## config.mk

```make
export PLATFORM = sky130hd
export DESIGN_NAME = slt_mod
export DESIGN_NICKNAME = d
export VERILOG_FILES = /design/src/rtl/slt_mod.sv
export SDC_FILE = /design/constraint.sdc
export NUM_CORES = 1
export LEC_CHECK = 0
export BUFFER_PORTS_ARGS = -buffer_cell sky130_fd_sc_hd__buf_4
export CORE_AREA = 2 2 39 41
export CTS_CLUSTER_DIAMETER = 150
export DETAILED_ROUTE_END_ITERATION = 12
export DIE_AREA = 0 0 41 43
export PLACE_DENSITY_LB_ADDON = 0.15
export SYNTH_ARGS = -nofsm -noshare
export SYNTH_HDL_FRONTEND = slang
export SYNTH_SLANG_ARGS = --single-unit
```

## constraint.sdc

```tcl
create_clock -name clk -period 2.6 [get_ports clk]
set_input_delay 0.26 -clock clk [delete_from_list [all_inputs] [get_ports clk]]
set_output_delay 0.26 -clock clk [all_outputs]
set_load 0.005 [all_outputs]
```

## src/rtl/slt_mod.sv

```systemverilog
// Registered signed set-less-than unit built on a ripple-carry subtractor.
// Optional macro SLT_MOD_UNSIGNED_EN adds the `uns` input selecting an unsigned compare.
module slt_mod #(
  parameter int size = 4
) (
  input  logic            clk,
  input  logic            rst,
`ifdef SLT_MOD_UNSIGNED_EN
  input  logic            uns,
`endif
  input  logic [size-1:0] R2,
  input  logic [size-1:0] R3,
  output logic [size-1:0] R1,
  output logic            c_out
);

  localparam int MSB = size - 1;

  logic [size:0]   carry;
  logic [size-1:0] diff;
  logic            ovf;
  logic            lt;
  logic            flag;
  logic [size-1:0] r1_d, r1_q;
  logic            c_out_d, c_out_q;

  // R2 - R3 as R2 + ~R3 + 1: the +1 enters as the initial carry.
  assign carry[0] = 1'b1;

  generate
    for (genvar gi = 0; gi < size; gi++) begin : g_rca
      assign diff[gi]      = R2[gi] ^ ~R3[gi] ^ carry[gi];
      assign carry[gi + 1] = (R2[gi] & ~R3[gi]) | (carry[gi] & (R2[gi] ^ ~R3[gi]));
    end
  endgenerate

  always_comb begin
    ovf  = (R2[MSB] != R3[MSB]) && (diff[MSB] != R2[MSB]);
    lt   = diff[MSB] ^ ovf;
    flag = lt;
`ifdef SLT_MOD_UNSIGNED_EN
    // No borrow out of the subtractor means R2 >= R3 unsigned.
    if (uns) begin
      flag = ~carry[size];
    end
`endif
    r1_d    = '0;
    r1_d[0] = flag;
    c_out_d = carry[size];
  end

  always_ff @(posedge clk) begin
    if (rst) begin
      r1_q    <= '0;
      c_out_q <= 1'b0;
    end else begin
      r1_q    <= r1_d;
      c_out_q <= c_out_d;
    end
  end

  assign R1    = r1_q;
  assign c_out = c_out_q;

endmodule

```

# == After elaboration in Yosys (flattened, before gate mapping) ==
# Index checks and enable logic that the tools add are counted.
# classes
eq_ne,2
bitwise,21
n_reduce_logical,1
# ops
op,n
1-bit AND,7
1-bit bitwise XOR,6
1-bit inverter,4
1-bit bitwise OR,4
1-bit inequality test,2
1-bit logical AND,1
# word_totals
register_bits,5
inputBits,10
out_inout_bits,5
wordCells,27

# == Longest topological paths before layout ==
# Gate-level depths: netlist of run 1.
# depth
depth_word,11
ltp_mapped,6

# == Least setup slack after synthesis of run 1 ==
# Ideal clock, no wire load.
# synth_path
kind,in2reg
from,in R3[2]
to,reg c_out_q (netlist: c_out)
setup_ps,114
arrival_time_ps,1285
required_time_ps,2486
setup_slack_ps,1201
cell_stages,6
path_buffers,0
path_cell_list,inv_1 > ha_1 > a21oi_2 > o21ai_0 > fa_1 > nor2b_1
# synth_between
elab_chain_cells,6
elab_cells_between_ends,7
# synth_lines
item,line,rtl
start: declaration,12,"input logic [size-1:0] R3,"
1-bit inverter (*),33,assign carry[gi + 1] = (R2[gi] & ~R3[gi]) | (carry[gi] & (R2[gi] ^ ~R3[gi]));
1-bit bitwise XOR,33,
1-bit AND,33,
1-bit bitwise OR (*),33,
1-bit AND (*),33,
1-bit bitwise OR (*),33,
named net c_out_d,25,"logic c_out_d, c_out_q;"
end signal: assignment,58,c_out_q <= c_out_d;
end: declaration,25,
# The timed path passes the listed nets; every way through them passes the cells marked *.
# A chain may end at the register's enable or synchronous reset.

# == Worst setup path in the final report of run 1 ==
# layout_path
from,in R2[2]
to,reg c_out_q (netlist: c_out)
# layout_between
elab_chain_cells,5
elab_cells_between_ends,6
# layout_lines
item,line,rtl
start: declaration,11,"input logic [size-1:0] R2,"
1-bit bitwise XOR,33,
1-bit AND,33,
1-bit bitwise OR (*),33,
1-bit AND (*),33,
1-bit bitwise OR (*),33,
named net c_out_d,25,
# Marks and branches as above.

==> flow_summary.json, run 1 <==
{
  "n_fill_cell": 166,
  "rsz0062_at_grt": "no",
  "worst_path_largest_cell_delay_ns": 0.36,
  "switching_share_pct": 23.45,
  "place_inst": 46,
  "finalMaxSlewViolations": 0,
  "status": "complete, no violations",
  "peakVddDrop_uv": 221.2,
  "setup_viol": 0,
  "timing.fmax_mhz": 758.4,
  "cp-start-kind": "primary input",
  "critPathRequiredTime_ns": 2.72,
  "yosys-top-cells-count": "buf_4, inv_1",
  "synthCells": 20,
  "ys_top_cells_by_area": "dfxtp_1, fa_1, ha_1",
  "nets": 49,
  "worstSetupPathType": "in -> reg",
  "drt_iter0_drc": 3,
  "dr.pass1.iters": 2,
  "cts_tree": "yes",
  "path_max_fanout": 2,
  "detail_route.vias_per_cell": 3.163,
  "synthSimpleGateAreaFrac_pct": 15.48,
  "antenna_found_initial": 0,
  "drive_gt1_share_pct": 48.48,
  "hold_viol": 0,
  "fin_crit_sh_pct": 50.71,
  "grt_util_all_layers_pct": 5.533,
  "yosysUniqueCellTypes": 12,
  "critPathCaptureType": "flip-flop",
  "routabilityCongestion": 0.5096,
  "power_per_cell_area_nw_per_um2": 448.7,
  "synth_top_family_by_area": "adder cells",
  "ys_seq_elements": 2,
  "p_sw_mw": 0.03199,
  "clock_power_share_pct": 50.3,
  "cts_sinks": 2,
  "synth_fa_ha_area_share_pct": 33.55,
  "ys_async_sr_fraction_pct": 0,
  "grt_start_max_net_pins": 3,
  "grt-ovfl-total": 0,
  "pin_count": 15,
  "cap_violations": 0,
  "clk_pin_slew_ns": 0.03,
  "cts-root-buf": "clkbuf_4",
  "core-area_um2": 1384,
  "grt_pass1_wl_um": 565,
  "setup_tns_ns": 0,
  "dieArea_um2": 1763,
  "die_y_um": 43,
  "crit_chain": "buf_4 > ha_1 > a21oi_2 > o21ai_0 > fa_1 > nor2b_1",
  "antennaDiodeCount": 0,
  "clk_path_buf_depth": 2,
  "seqPwrFrac_pct": 25.2,
  "area_growth_pct": 56.77,
  "crit_arrival_ns": 1.43,
  "synth_compound_area_share_pct": 10.97,
  "synth_warnings": 0,
  "netlist_area_um2": 193.9,
  "rows": 14,
  "drt.antenna.violating_nets": 0,
  "cts_setup_buffers": 0,
  "cts_resized": 0,
  "remaining_drc_errors": 0,
  "syn_area_per_cell_um2": 9.697,
  "synthMuxAreaShare_pct": 0,
  "port_buffers": 11,
  "stdcell_count": 49,
  "synth_edf_count": 0,
  "fp.dieW_um": 41,
  "initial_core_util_pct": 14.01,
  "hp-class": "in -> reg",
  "holdBufCountCts": 0,
  "place_ws_ns": 1.044,
  "cts_buffers": 3,
  "power.internal_mw": 0.1044,
  "layout_setup_ws_ns": 1.282,
  "yosys.area.top_type": "dfxtp_1",
  "h-tree-depth": 1,
  "final_util_pct": 21.97,
  "critPathSlowestCell": "fa_1",
  "p_leak_nw": 0.1588,
  "comb_power_share_pct": 24.4,
  "vias": 155,
  "wl_per_cell_um": 7.429,
  "yosysSeqAreaShare_pct": 20.65,
  "ys.flop_type": "dfxtp_1",
  "routed_wl_um": 364,
  "synth_top_area_share_pct": 20.65,
  "layout_min_cycle_time_ns": 1.318,
  "synth_xor_area_share_pct": 0,
  "first_global_vias": 154
}
[power groups by stage]
| stage | Clock (mW) | Combinational, mW | Sequential (mW) |
|---|---|---|---|
| final | 0.0686 | 0.0333 | 0.0344 |
| after global routing | 0.0754 | 0.0377 | 0.0346 |
| after CTS | 0.0716 | 0.0344 | 0.0345 |
| after detailed placement | 0 | 0.0341 | 0.0348 |
| after global placement | 0 | 0.0334 | 0.0347 |
| after floorplan | 0 | 0.0185 | 0.0350 |
[per-stage QoR]
stage | power (mW) | hold slack, ns | area [µm²]
after floorplan | 0.05356 | 0.3316 | 201.4
after global placement | 0.06814 | 0.4304 | 281.5
after detailed placement | 0.06884 | 0.4322 | 281.5
after CTS | 0.1405 | 0.1948 | 304.0
after global routing | 0.1478 | 0.1951 | 304.0
final | 0.1364 | 0.2014 | 304.0
[layout by cell type (no fill, tap or decap), types with 2 or more instances in the layout]
master / instances
inv_1: 3
buf_4: 11
dfxtp_1: 2
clkbuf_4: 3
nor2b_1: 2
conb_1: 3
ha_1: 2
fa_1: 2
[registers in the layout (all words and copies together) (netlist names)]
name   count
R1         1
c_out      1
[path summary, 6_finish.rpt]
check               end   from  depth (start not counted)
setup / recovery  c_out  R2[2]                          6
hold / removal    c_out    rst                          2
[cell type report]
class                      count  area (µm²)  area share [%]
timing repair buffer          11       82.58           27.16
multi-input combinational     14       127.6           41.98
tap                           16       20.02           6.584
inverter                       3       11.26           3.704
clock buffer                   3       22.52           7.407
sequential                     2       40.04           13.17
[layer usage]
| layer | track usage, % | wire length (µm) | up-vias |
|---|---|---|---|
| met4 | 6.000 | 0 | 0 |
| li1 | - | - | 81 |
| met1 | 5.502 | 159 | 61 |
| met5 | 0 | 0 | - |
| met3 | 4.712 | 64 | 0 |
| met2 | 6.250 | 140 | 13 |
[cell families after synthesis]
kind of cell	Yosys count
AO/OA/AOI/OAI	3
adder cells (fa/ha/maj)	4
buffers and inverters	6
flip-flops	2
other	1
AND/OR/NAND/NOR	4
[worst max-delay path, delay by kind of cell]
family,cells,cell delay (ns)
AOI/OAI and AO/OA,2,0.27
adders and majority gates,2,0.67
buffers and inverters,1,0.11
and+or+nand+nor,1,0.13
Note: power is estimated with default switching activity, not from simulation.
==> run 2, diff against run 1 <==
- clock period: 2.6 -> 1.3 ns (I/O delays scaled with it)
==> run 2 against run 1 <==
Net effect:
- sequential share of layout area did not move
- sequential cell count did not move
- routed wire length fell by 6.6%
- critical endpoint unchanged
- largest power group unchanged
- sequential power rose by 100%
==> flow_summary.json, run 2 (synthesis gave the netlist of run 1 again) <==
{
  "status": "complete, no violations",
  "first_global_vias": 145,
  "finalMaxSlewViolations": 0,
  "path_max_fanout": 2,
  "dr.pass1.iters": 1,
  "rsz0062_at_grt": "no",
  "place_ws_ns": -0.1628,
  "antenna_found_initial": 0,
  "antennaDiodeCount": 0,
  "final_common_cell": "buf_4",
  "initial_core_util_pct": 14.01,
  "critPathRequiredTime_ns": 1.42,
  "power.internal_mw": 0.2090,
  "drt.antenna.violating_nets": 0,
  "power_per_cell_area_nw_per_um2": 898.7,
  "peakVddDrop_uv": 315.3,
  "critPathSlowestCell": "fa_1",
  "layout_min_cycle_time_ns": 1.223,
  "cts_buffers": 3,
  "clock_power_share_pct": 50.4,
  "grt_util_all_layers_pct": 4.330,
  "placed_cell_area_um2": 281.5,
  "crit_chain": "buf_4 > ha_1 > a21oi_2 > o21ai_0 > fa_1 > nor2b_1",
  "final_util_pct": 21.97,
  "nets": 49,
  "most-common-layout-cells": "buf_4, inv_1, conb_1, clkbuf_4",
  "p_leak_nw": 0.1588,
  "worstSetupPathType": "in -> reg",
  "switching_share_pct": 23.53,
  "worst_path_largest_cell_delay_ns": 0.37,
  "area_growth_pct": 56.77,
  "remaining_drc_errors": 0,
  "timing.fmax_mhz": 817.7,
  "setup_viol": 0,
  "h-tree-depth": 1,
  "cap_violations": 0,
  "clk_path_buf_depth": 2,
  "hold_path_end": "c_out",
  "grt-ovfl-total": 0,
  "cts_tree": "yes",
  "cts_resized": 0,
  "cp-start-kind": "primary input",
  "die_y_um": 43,
  "fin_area_um2": 304.0,
  "core-area_um2": 1384,
  "vias": 156,
  "routabilityCongestion": 0.5095,
  "crit_buf_inv": 1,
  "seqPwrFrac_pct": 25.1,
  "dieArea_um2": 1763,
  "hp-class": "in -> reg",
  "cts_setup_buffers": 0,
  "hold-path-cell-count": 2,
  "fp.dieW_um": 41,
  "layout_setup_ws_ns": 0.07713,
  "detail_route.vias_per_cell": 3.184,
  "total_power_mw": 0.2732,
  "drt_iter0_drc": 0,
  "port_buffers": 11,
  "comb_power_share_pct": 24.5,
  "drive_gt1_share_pct": 48.48,
  "wl_per_cell_um": 6.939,
  "pin_count": 15,
  "cp_top_family": "adder cells",
  "hold_slack_ns": 0.07002,
  "cts_sinks": 2,
  "hold_start": "rst",
  "cts-root-buf": "clkbuf_4",
  "p_sw_mw": 0.06428,
  "grt_pass1_wl_um": 469,
  "grt_start_max_net_pins": 3,
  "clk_pin_slew_ns": 0.03,
  "holdBufCountCts": 0,
  "crit_arrival_ns": 1.34,
  "routed_wl_um": 340,
  "critPathCaptureType": "flip-flop",
  "hold_viol": 0,
  "fin_crit_sh_pct": 94.07,
  "rows": 14
}
[run 2: cell counts in the layout (fill, tap and decap cells not counted)]
Identical to the previous run, type by type.
[run 2: layer usage]
metal  routed length (µm)  vias to the layer above  global-route usage (%)
met5                    0                        -                       0
met4                    0                        0                   6.000
met3                   70                        0                   2.618
met2                  144                       13                   5.313
met1                  124                       64                   3.896
li1                     -                       79                       -
[run 2: layout make-up]
type	count	area (µm²)
Clock buffer	3	22.52
Multi-Input combinational cell	14	127.6
Timing Repair Buffer	11	82.58
Sequential cell	2	40.04
Fill cell	152	1080
Inverter	3	11.26
Tap cell	16	20.02
[run 2: power by group through the flow]
stage	Sequential, mW	Combinational (mW)	Clock [mW]
final	0.0687	0.0670	0.138
after global routing	0.0692	0.0755	0.150
after CTS	0.0689	0.0684	0.147
after detailed placement	0.0695	0.0679	0
after global placement	0.0694	0.0668	0
after floorplan	0.0701	0.0370	0
[run 2: per-stage QoR]
stage,setup TNS [ns],std cells
after floorplan,0,22
after global placement,-0.2406,46
after detailed placement,-0.2668,46
after CTS,0,49
after global routing,0,49
final,0,49
[run 2: how the worst max path moves through the flow]
stage | slack, ns | cells after the start | start | end
final | 0.08 | 6 | R2[2] | c_out
after global routing | 0.02 | 6 | R2[2] | c_out
after global placement | -0.15 | 6 | R2[2] | c_out
after floorplan | 0.03 | 6 | R3[2] | c_out
after detailed placement | -0.16 | 6 | R2[2] | c_out
after CTS | 0.07 | 6 | R2[2] | c_out
